[src/rtl/sipo_deframer.sv]
// rtl/sipo_deframer.sv - serial-in/parallel-out word receiver with valid/ready holding register
// Assembles WIDTH-bit words MSB first from sin_en-qualified bits and flags framing/overrun errors.
module sipo_deframer #(
  parameter  int WIDTH = 4,
  parameter  int CONT  = 0,
  localparam int CW    = $clog2(WIDTH + 1)
) (
  input  logic             clk,
  input  logic             rst_n,
  input  logic             sin,
  input  logic             sin_en,
  input  logic             sof,
  input  logic             clr,
  output logic [WIDTH-1:0] pout,
  output logic             pout_valid,
  input  logic             pout_ready,
  output logic             busy,
  output logic [CW-1:0]    bit_cnt,
  output logic             overrun,
  output logic             frame_err
);

  typedef enum logic {
    IDLE  = 1'b0,
    SHIFT = 1'b1
  } state_e;

  localparam logic [CW-1:0] LAST_IDX = CW'(WIDTH - 1);

  state_e             state_q, state_d;
  // Only WIDTH-1 bits are ever held; the final bit is merged straight into the word.
  logic [WIDTH-2:0]   sreg_q, sreg_d;
  logic [WIDTH-1:0]   pout_q, pout_d;
  logic [CW-1:0]      cnt_q, cnt_d;
  logic               valid_q, valid_d;
  logic               ovr_q, ovr_d;
  logic               ferr_q, ferr_d;
  logic               sync_q, sync_d;

  logic [WIDTH-1:0]   shifted;
  logic               drain;
  logic               take_first;
  logic               take_next;
  logic               complete;
  logic               set_ovr;
  logic               set_ferr;

  always_comb begin
    shifted    = {sreg_q, sin};
    drain      = valid_q & pout_ready;
    take_first = 1'b0;
    take_next  = 1'b0;
    set_ferr   = 1'b0;

    if (sin_en) begin
      if (sof) begin
        take_first = 1'b1;
        set_ferr   = (state_q == SHIFT);
      end else if (state_q == SHIFT) begin
        take_next  = 1'b1;
      end else if ((CONT != 0) && sync_q) begin
        take_first = 1'b1;
      end
    end

    complete = take_next && (cnt_q == LAST_IDX);
    set_ovr  = complete && valid_q && !drain;

    state_d = state_q;
    sreg_d  = sreg_q;
    cnt_d   = cnt_q;
    pout_d  = pout_q;
    valid_d = valid_q & ~drain;
    sync_d  = sync_q | (sin_en & sof);

    if (take_first) begin
      state_d   = SHIFT;
      sreg_d    = '0;
      sreg_d[0] = sin;
      cnt_d     = CW'(1);
    end else if (complete) begin
      state_d = IDLE;
      sreg_d  = '0;
      cnt_d   = '0;
      // A full, undrained holding register keeps its word; the new one is lost.
      if (!set_ovr) begin
        pout_d  = shifted;
        valid_d = 1'b1;
      end
    end else if (take_next) begin
      sreg_d = shifted[WIDTH-2:0];
      cnt_d  = cnt_q + 1'b1;
    end

    ovr_d  = set_ovr  | (ovr_q  & ~clr);
    ferr_d = set_ferr | (ferr_q & ~clr);
  end

  always_ff @(posedge clk) begin
    if (!rst_n) begin
      state_q <= IDLE;
      sreg_q  <= '0;
      pout_q  <= '0;
      cnt_q   <= '0;
      valid_q <= 1'b0;
      ovr_q   <= 1'b0;
      ferr_q  <= 1'b0;
      sync_q  <= 1'b0;
    end else begin
      state_q <= state_d;
      sreg_q  <= sreg_d;
      pout_q  <= pout_d;
      cnt_q   <= cnt_d;
      valid_q <= valid_d;
      ovr_q   <= ovr_d;
      ferr_q  <= ferr_d;
      sync_q  <= sync_d;
    end
  end

  assign pout       = pout_q;
  assign pout_valid = valid_q;
  assign busy       = (state_q == SHIFT);
  assign bit_cnt    = cnt_q;
  assign overrun    = ovr_q;
  assign frame_err  = ferr_q;

endmodule

[config.mk]
export PLATFORM = sky130hd
export DESIGN_NAME = sipo_deframer
export DESIGN_NICKNAME = d
export VERILOG_FILES = /design/src/rtl/sipo_deframer.sv
export SDC_FILE = /design/constraint.sdc
export NUM_CORES = 1
export LEC_CHECK = 0
export CAP_MARGIN = 10
export CELL_PAD_IN_SITES_DETAIL_PLACEMENT = 1
export CELL_PAD_IN_SITES_GLOBAL_PLACEMENT = 1
export CORE_MARGIN = 2
export CORE_UTILIZATION = 30
export DETAILED_ROUTE_END_ITERATION = 8
export PLACE_DENSITY = 0.77
export SLEW_MARGIN = 20
export SYNTH_ARGS = -nofsm -noshare
export SYNTH_HDL_FRONTEND = slang
export SYNTH_SLANG_ARGS = --single-unit
[constraint.sdc]
create_clock -name clk -period 1.2 [get_ports clk]
set_input_delay 0.24 -clock clk [delete_from_list [all_inputs] [get_ports clk]]
set_output_delay 0.24 -clock clk [all_outputs]
set_load 0.02 [all_outputs]
# --- Word-level counts from Yosys, hierarchy flattened ---
# Cells that the tools add are included.
classes:
  n_addsub: 1
  bitwise_logic: 11
  eq_ne: 1
  reduce_logical: 8
  mux: 18
ops:
  columns: ["op", "n"]
  rows:
  - ["two-way mux 1 bit", 18]
  - ["NOT 1 bit", 5]
  - ["bitwise AND 1 bit", 4]
  - ["adder 3 x 1 -> 3 bit (second input constant)", 1]
  - ["== test 3 x 2 -> 1 bit (second input constant)", 1]
  - ["logical AND 1 bit", 3]
  - ["AND reduction 3 bit", 1]
  - ["nonzero test 3 bit", 1]
  - ["OR reduction 3 bit", 1]
  - ["OR 1 bit", 2]
  - ["nonzero test 2 bit", 1]
  - ["logical NOT 1 bit", 1]
word_totals:
  reg_bits: 14
  input_bits: 7
  word_cells: 48

# --- Longest topological paths before layout ---
# Gate-level depths: netlist of the first run.
logic_depth:
  depth_word: 9
  ltp_mapped: 6

# --- Least setup slack after synthesis of the first run ---
# OpenSTA, ideal clock, no wires.
synth_timing:
  kind: "register -> register"
  from: "register cnt_q[0], in the netlist bit_cnt[0]"
  to: "register pout_q[0], in the netlist pout[0]"
  synth_period_minus_slack_ns: 1.448
  arrival_ns: 1.376
  setup_ns: 0.072
  required_time_ns: 1.128
  n_path_buf: 1
  stages_incl_launch_ff: 7
  setup_slack_ns: -0.248
  path_cell_list: "dfxtp_1 > ha_1 > ha_1 > nand4b_2 > nor2b_2 > buf_6 > mux2i_1"
synth_between:
  elab_chain_cells: 6
synth_rtl:
  columns: ["item", "line_no", "source"]
  rows:
  - ["from (decl)", "34", "logic [CW-1:0] cnt_q, cnt_d;"]
  - ["from (signal assigned)", "113", "cnt_q <= cnt_d;"]
  - ["== test 3 x 2 -> 1 bit *", "66", "complete = take_next && (cnt_q == LAST_IDX);"]
  - ["logical AND 1 bit *", "66", null]
  - ["logical AND 1 bit (2 in a row)", "67", "set_ovr = complete && valid_q && !drain;"]
  - ["NOT 1 bit (no line)", null, null]
  - ["AND reduction 3 bit (no line) *", null, null]
  - ["to (signal assigned)", "112", "pout_q <= pout_d;"]
  - ["to (decl)", "33", "logic [WIDTH-1:0] pout_q, pout_d;"]
# Mark *: on every way between the ends. The rest lies on a longest branch, timed or not.
# A chain may end at the register's enable or synchronous reset.

# --- Worst setup path after layout of the first run ---
layout_timing:
  from: "register cnt_q[0], in the netlist bit_cnt[0]"
  to: "register pout_q[3], in the netlist pout[3]"
# Same word-level chain as after synthesis.

==> results of run 1 <==
[where the power goes]
group / switching (uW) / total [uW] / internal [uW]
sequential: 8.10 / 480 / 471
combinational: 49.2 / 103 / 53.5
clock: 142 / 262 / 120
[stage by stage]
stage | std cells | setup slack (ns)
finish | 116 | -0.0583
global route | 116 | -0.135
CTS | 116 | -0.0907
detailed placement | 113 | -0.378
global placement | 113 | -0.320
floorplan | 64 | -0.0334
[logic make-up (layout without fill, tap and decap cells)]
kind of cell,after synthesis,after routing,share of synthesized area (%)
AOI/OAI and AO/OA,9,9,9.94
adders and majority gates,2,2,4.06
buffers and inverters,6,31,6.29
DFF,14,14,45.4
muxes,8,8,13.0
and+or+nand+nor,25,25,21.3
[how the worst max path moves through the flow]
| stage | cells past startpoint | endpoint | slack, ns | from |
|---|---|---|---|---|
| final | 5 | pout[3] | -0.06 | bit_cnt[0] |
| after global routing | 5 | pout[2] | -0.14 | bit_cnt[0] |
| after CTS | 5 | pout[3] | -0.09 | bit_cnt[0] |
| after detailed placement | 4 | bit_cnt[0] | -0.38 | sin_en |
| after global placement | 4 | bit_cnt[0] | -0.32 | sin_en |
| after floorplan | 6 | pout[0] | -0.03 | bit_cnt[0] |
[registers in the layout, summed over array words and instances, names as in the netlist]
register,flops
frame_err,1
pout_valid,1
pout,4
bit_cnt,3
overrun,1
busy,1
sreg_q,3
[placed cells by master, fill, tap and decap left out, types with 2 or more instances in the layout]
cell,count
clkbuf_4,3
dfxtp_2,2
dfxtp_4,2
buf_4,6
clkdlybuf4s15_1,3
ha_4,2
mux2i_1,8
nor2_1,5
inv_1,3
clkdlybuf4s50_1,5
o21ai_0,2
nand2_1,10
dfxtp_1,10
nand2b_1,3
clkbuf_2,7
dlygate4sd2_1,2
[cell type report]
cell class / instances / area (sq um)
repair buffers: 24 / 189
clock inverters: 1 / 3.75
well taps: 27 / 33.8
fillers: 244 / 1040
inverters: 3 / 11.3
multi-input cells: 44 / 352
flip-flops and latches: 14 / 290
clock buffers: 3 / 22.5
[what timing repair did]
action | 4_1_cts | 5_1_grt
hold buffers | 0 | 0
resized for setup | 20 | 16
pin swaps | 3 | 4
hold endpoints to repair | 0 | 0
setup endpoints to repair | 21 | 23
cloned | 0 | 0
[worst register-to-register path, stage by stage, from the launching register on]
cell,delay [ns]
dfxtp_4,0.37
ha_4,0.13
ha_4,0.16
nand4b_4,0.13
nor2b_4,0.20
mux2i_1,0.20
[layer usage]
metal	global-route usage [%]	routed length [microns]	vias to the layer above
li1	-	-	264
met1	17.2	635	249
met5	0	0	-
met4	5.71	0	0
met2	19.6	627	9
met3	3.99	62	0
==> flow_summary.ini, run 1 <==
[global_routing]
grt_pass1_wl_mm = 2.46
grt_pass1_vias = 577
grt_max_degree = 15
track_usage_pct = 13.1
grt_antenna_before_repair = 0
globalRouteOverflowTotal = 0

[clock_network]
cts.clk_slew.worst_paths_ns = 0.08
clock-sinks = 14
cts_setup_buffers = 0
cts_tree = yes
clk_latency_ns = 0.27
htree_levels = 1
cts_buffers = 3
cts_max_path_buffers = 2
root_buffer = clkbuf_4

[logic_synthesis]
syn-num-nets = 73
synth.area.top_cells = dfxtp_1 45%, mux2i_1 13%, nand2_1 6.1%
avgSynthCellArea_sq_um = 9.64
syn_inst = 64
synth_cell_types = 22
synth_seq_area_share_pct = 45.4
ys.flop_type = dfxtp_1
syn_area_sq_um = 617
synthArstFlopShare_pct = 0
synth.most_common_cell = dfxtp_1
synth_edf_count = 0
ys_ff_latch = 14
synthTopCellsByCount = 14 x dfxtp_1, 10 x nand2_1, 8 x mux2i_1
yosys_warnings = 0
synth_top_area_share_pct = 45.4
yosys.area.top_type = dfxtp_1

[worst_setup_path]
cp_data_arrival_time_ns = 1.46
worstSetupEndpointType = flip-flop
path_max_fanout = 4
critPathSlowestCell = dfxtp_4
r2r_setup_slack_ns = -0.06
reg2regPathDepth = 5
rr_startpoint = bit_cnt[0]
crit_path_frequent_cell = ha_4
path_cells = ha_4, ha_4, nand4b_4, nor2b_4, mux2i_1
crit_buf_inv = 0
start_kind = flip-flop
crit_type = flip-flop to flip-flop
slowest_delay_ns = 0.37
cp.required_ns = 1.40
r2r-end = pout[3]
crit_family = flip-flops

[drt]
drt.antenna.violating_nets = 0
drt_iter0_drc = 0
drcViolationCount = 0
post_drt_wl_per_cell_microns = 11.4
dr.pass1.iters = 1
wirelength_mm = 1.32
vias = 522
vias_per_cell = 4.50

[floorplanning]
dieHeight_microns = 49.3
core_area_sq_mm = 0.00194
start_util_pct = 31.8
num_rows = 16
die_x_microns = 49.3
io_pins = 18
die_area_sq_mm = 0.00243

[final_layout]
final_core_util_pct = 46.5
nNetsFinal = 99
fin_area_sq_um = 902
syn_to_final_growth_pct = 46.2
drive_gt1_share_pct = 33.7
antenna-diode-count = 0

[sta]
holdWs_ns = 0.464
hold_viol_final = 0
period_needed_ns = 1.26
finalCritPeriodShare_pct = 105
fin_setup_tns_ns = -0.230
tightest_slew_ns = 0.213
skew_ns = 0.000699
drv_slew = 0
rsz0062_at_grt = yes
setup_viol = 5
slew_headroom_pct = 85.8
setup_slack_ns = -0.0583
fmax_mhz = 795

[worst_hold_path]
min_delay_path_depth = 3
worst_hold_path.endpoint = frame_err
hold_start = sof
hold_class = input port to flip-flop

[placed_design]
dpl-instance-area_sq_um = 897
dpl.hpwl_mm = 1.03
gp_congestion = 0.671
portBuffers = 17

[run_status]
outcome = finished, violations left
failed_checks = negative setup slack

[pwr]
cellPowerDensity_mw_per_mm2 = 936
p_leak_uw = 0.000369
irDropWorstVdd_mv = 0.515
p_total_uw = 845

[flow_run]
drv_cap = 0
(Power assumes the default switching activity.)
==> run 2: changes to the inputs <==
--- a/config.mk
+++ b/config.mk
@@ -12,7 +12,7 @@
 export CORE_UTILIZATION = 30
 export DETAILED_ROUTE_END_ITERATION = 8
 export PLACE_DENSITY = 0.77
-export SLEW_MARGIN = 20
+export SLEW_MARGIN = 25
 export SYNTH_ARGS = -nofsm -noshare
 export SYNTH_HDL_FRONTEND = slang
 export SYNTH_SLANG_ARGS = --single-unit
==> results of run 2 <==
No change in the layout: final DEF, timing and power equal those of run 1.
==> run 3: changes to the inputs <==
--- a/config.mk
+++ b/config.mk
@@ -12,6 +12,7 @@
 export CORE_UTILIZATION = 30
 export DETAILED_ROUTE_END_ITERATION = 8
 export PLACE_DENSITY = 0.77
+export RECOVER_POWER = 25
 export SLEW_MARGIN = 25
 export SYNTH_ARGS = -nofsm -noshare
 export SYNTH_HDL_FRONTEND = slang
==> flow_summary.ini, run 3 (same netlist as run 1, synthesis figures left out) <==
[sta]
drv_slew = 0
period_needed_ns = 1.26
tightest_slew_ns = 0.247
fin_setup_tns_ns = -0.229
skew_ns = 0.000699
rsz0062_at_grt = yes
hold_viol_final = 0
setup_slack_ns = -0.0584
setup_viol = 5
fmax_mhz = 795
finalCritPeriodShare_pct = 105
slew_headroom_pct = 83.6

[drt]
wirelength_mm = 1.32
drt.antenna.violating_nets = 0
post_drt_wl_per_cell_microns = 11.4
drcViolationCount = 0
dr.pass1.iters = 1
drt_iter0_drc = 0
vias_per_cell = 4.51
vias = 523

[pwr]
cellPowerDensity_mw_per_mm2 = 937
irDropWorstVdd_mv = 0.515
p_leak_uw = 0.000365

[clock_network]
cts_setup_buffers = 0
cts_buffers = 3
htree_levels = 1
cts.clk_slew.worst_paths_ns = 0.08
clock-sinks = 14
clk_latency_ns = 0.27
cts_max_path_buffers = 2
cts_tree = yes
root_buffer = clkbuf_4
holdBufCountCts = 0

[placed_design]
dpl-instance-area_sq_um = 897
dp_cells = 113
portBuffers = 17
gp_congestion = 0.671
dpl.hpwl_mm = 1.03

[final_layout]
mostFrequentLayoutCells = 10 x nand2_1, 10 x dfxtp_1, 8 x mux2i_1
finalNonFillerCells = 116
antenna-diode-count = 0
largest_reg_flops = 4
fill_cells = 245
nNetsFinal = 99
syn_to_final_growth_pct = 46.0
drive_gt1_share_pct = 32.6
fin_area_sq_um = 901

[floorplanning]
dieHeight_microns = 49.3
io_pins = 18
start_util_pct = 31.8
num_rows = 16
die_area_sq_mm = 0.00243
die_x_microns = 49.3
core_area_sq_mm = 0.00194

[worst_hold_path]
hold_start = sof
hold_class = input port to flip-flop

[worst_setup_path]
cp_data_arrival_time_ns = 1.46
worstSetupEndpointType = flip-flop
crit_type = flip-flop to flip-flop
rr_startpoint = bit_cnt[0]
cp.required_ns = 1.40
path_max_fanout = 4
crit_start = bit_cnt[0]
start_kind = flip-flop

[global_routing]
grt_antenna_before_repair = 0
track_usage_pct = 13.1
grt_pass1_wl_mm = 2.46
globalRouteOverflowTotal = 0
grt_max_degree = 15
grt_pass1_vias = 577

[run_status]
failed_checks = negative setup slack
outcome = finished, violations left

[flow_run]
drv_cap = 0
==> run 3: metrics by stage <==
stage	hold slack, ns	utilization [%]	setup WS [ns]	total power, uW
finish	0.464	46.4	-0.0584	844
global route	0.488	46.4	-0.135	897
CTS	0.463	47.4	-0.0907	863
detailed placement	0.449	46.2	-0.378	601
global placement	0.448	46.2	-0.320	598
floorplan	0.382	-	-0.0334	538
==> run 3: layer usage <==
| metal | wire, microns | vias to the layer above | part of all wire, % | track usage, % |
|---|---|---|---|---|
| met5 | 0 | - | 0 | 0 |
| met4 | 0 | 0 | 0 | 5.71 |
| met3 | 61 | 0 | 4.6 | 3.99 |
| met2 | 631 | 9 | 48 | 19.6 |
| met1 | 629 | 250 | 48 | 17.2 |
| li1 | - | 264 | - | - |
==> run 3: final cells by class <==
cell class              count  area [sq um]  share of cell area [%]
clock inverters             1          3.75                   0.417
multi-input cells          44           352                    39.0
clock buffers               3          22.5                    2.50
inverters                   3          11.3                    1.25
repair buffers             24           188                    20.8
well taps                  27          33.8                    3.75
flip-flops and latches     14           290                    32.2
==> run 3: final timing paths <==
kind              slack (ns)        end  cells after the start
setup / recovery       -0.06    pout[3]                      5
setup reg to reg       -0.06    pout[3]                      5
hold reg to reg         0.47    pout[0]                      2
hold / removal          0.46  frame_err                      3
==> run 3: power breakdown <==
group / total [uW] / internal [uW] / switching [uW]
sequential: 480 / 471 / 8.10
combinational: 103 / 53.5 / 49.2
clock: 262 / 120 / 142
==> run 3: worst max-delay path: stages (launching register included) <==
cell	delay, ns
dfxtp_4	0.37
ha_4	0.13
ha_4	0.16
nand4b_4	0.12
nor2b_4	0.20
mux2i_1	0.20
==> run 3: repair_timing <==
| item | in CTS | in global routing |
|---|---|---|
| setup endpoints to repair | 21 | 23 |
| pin swaps | 3 | 4 |
| gates resized for setup | 20 | 16 |
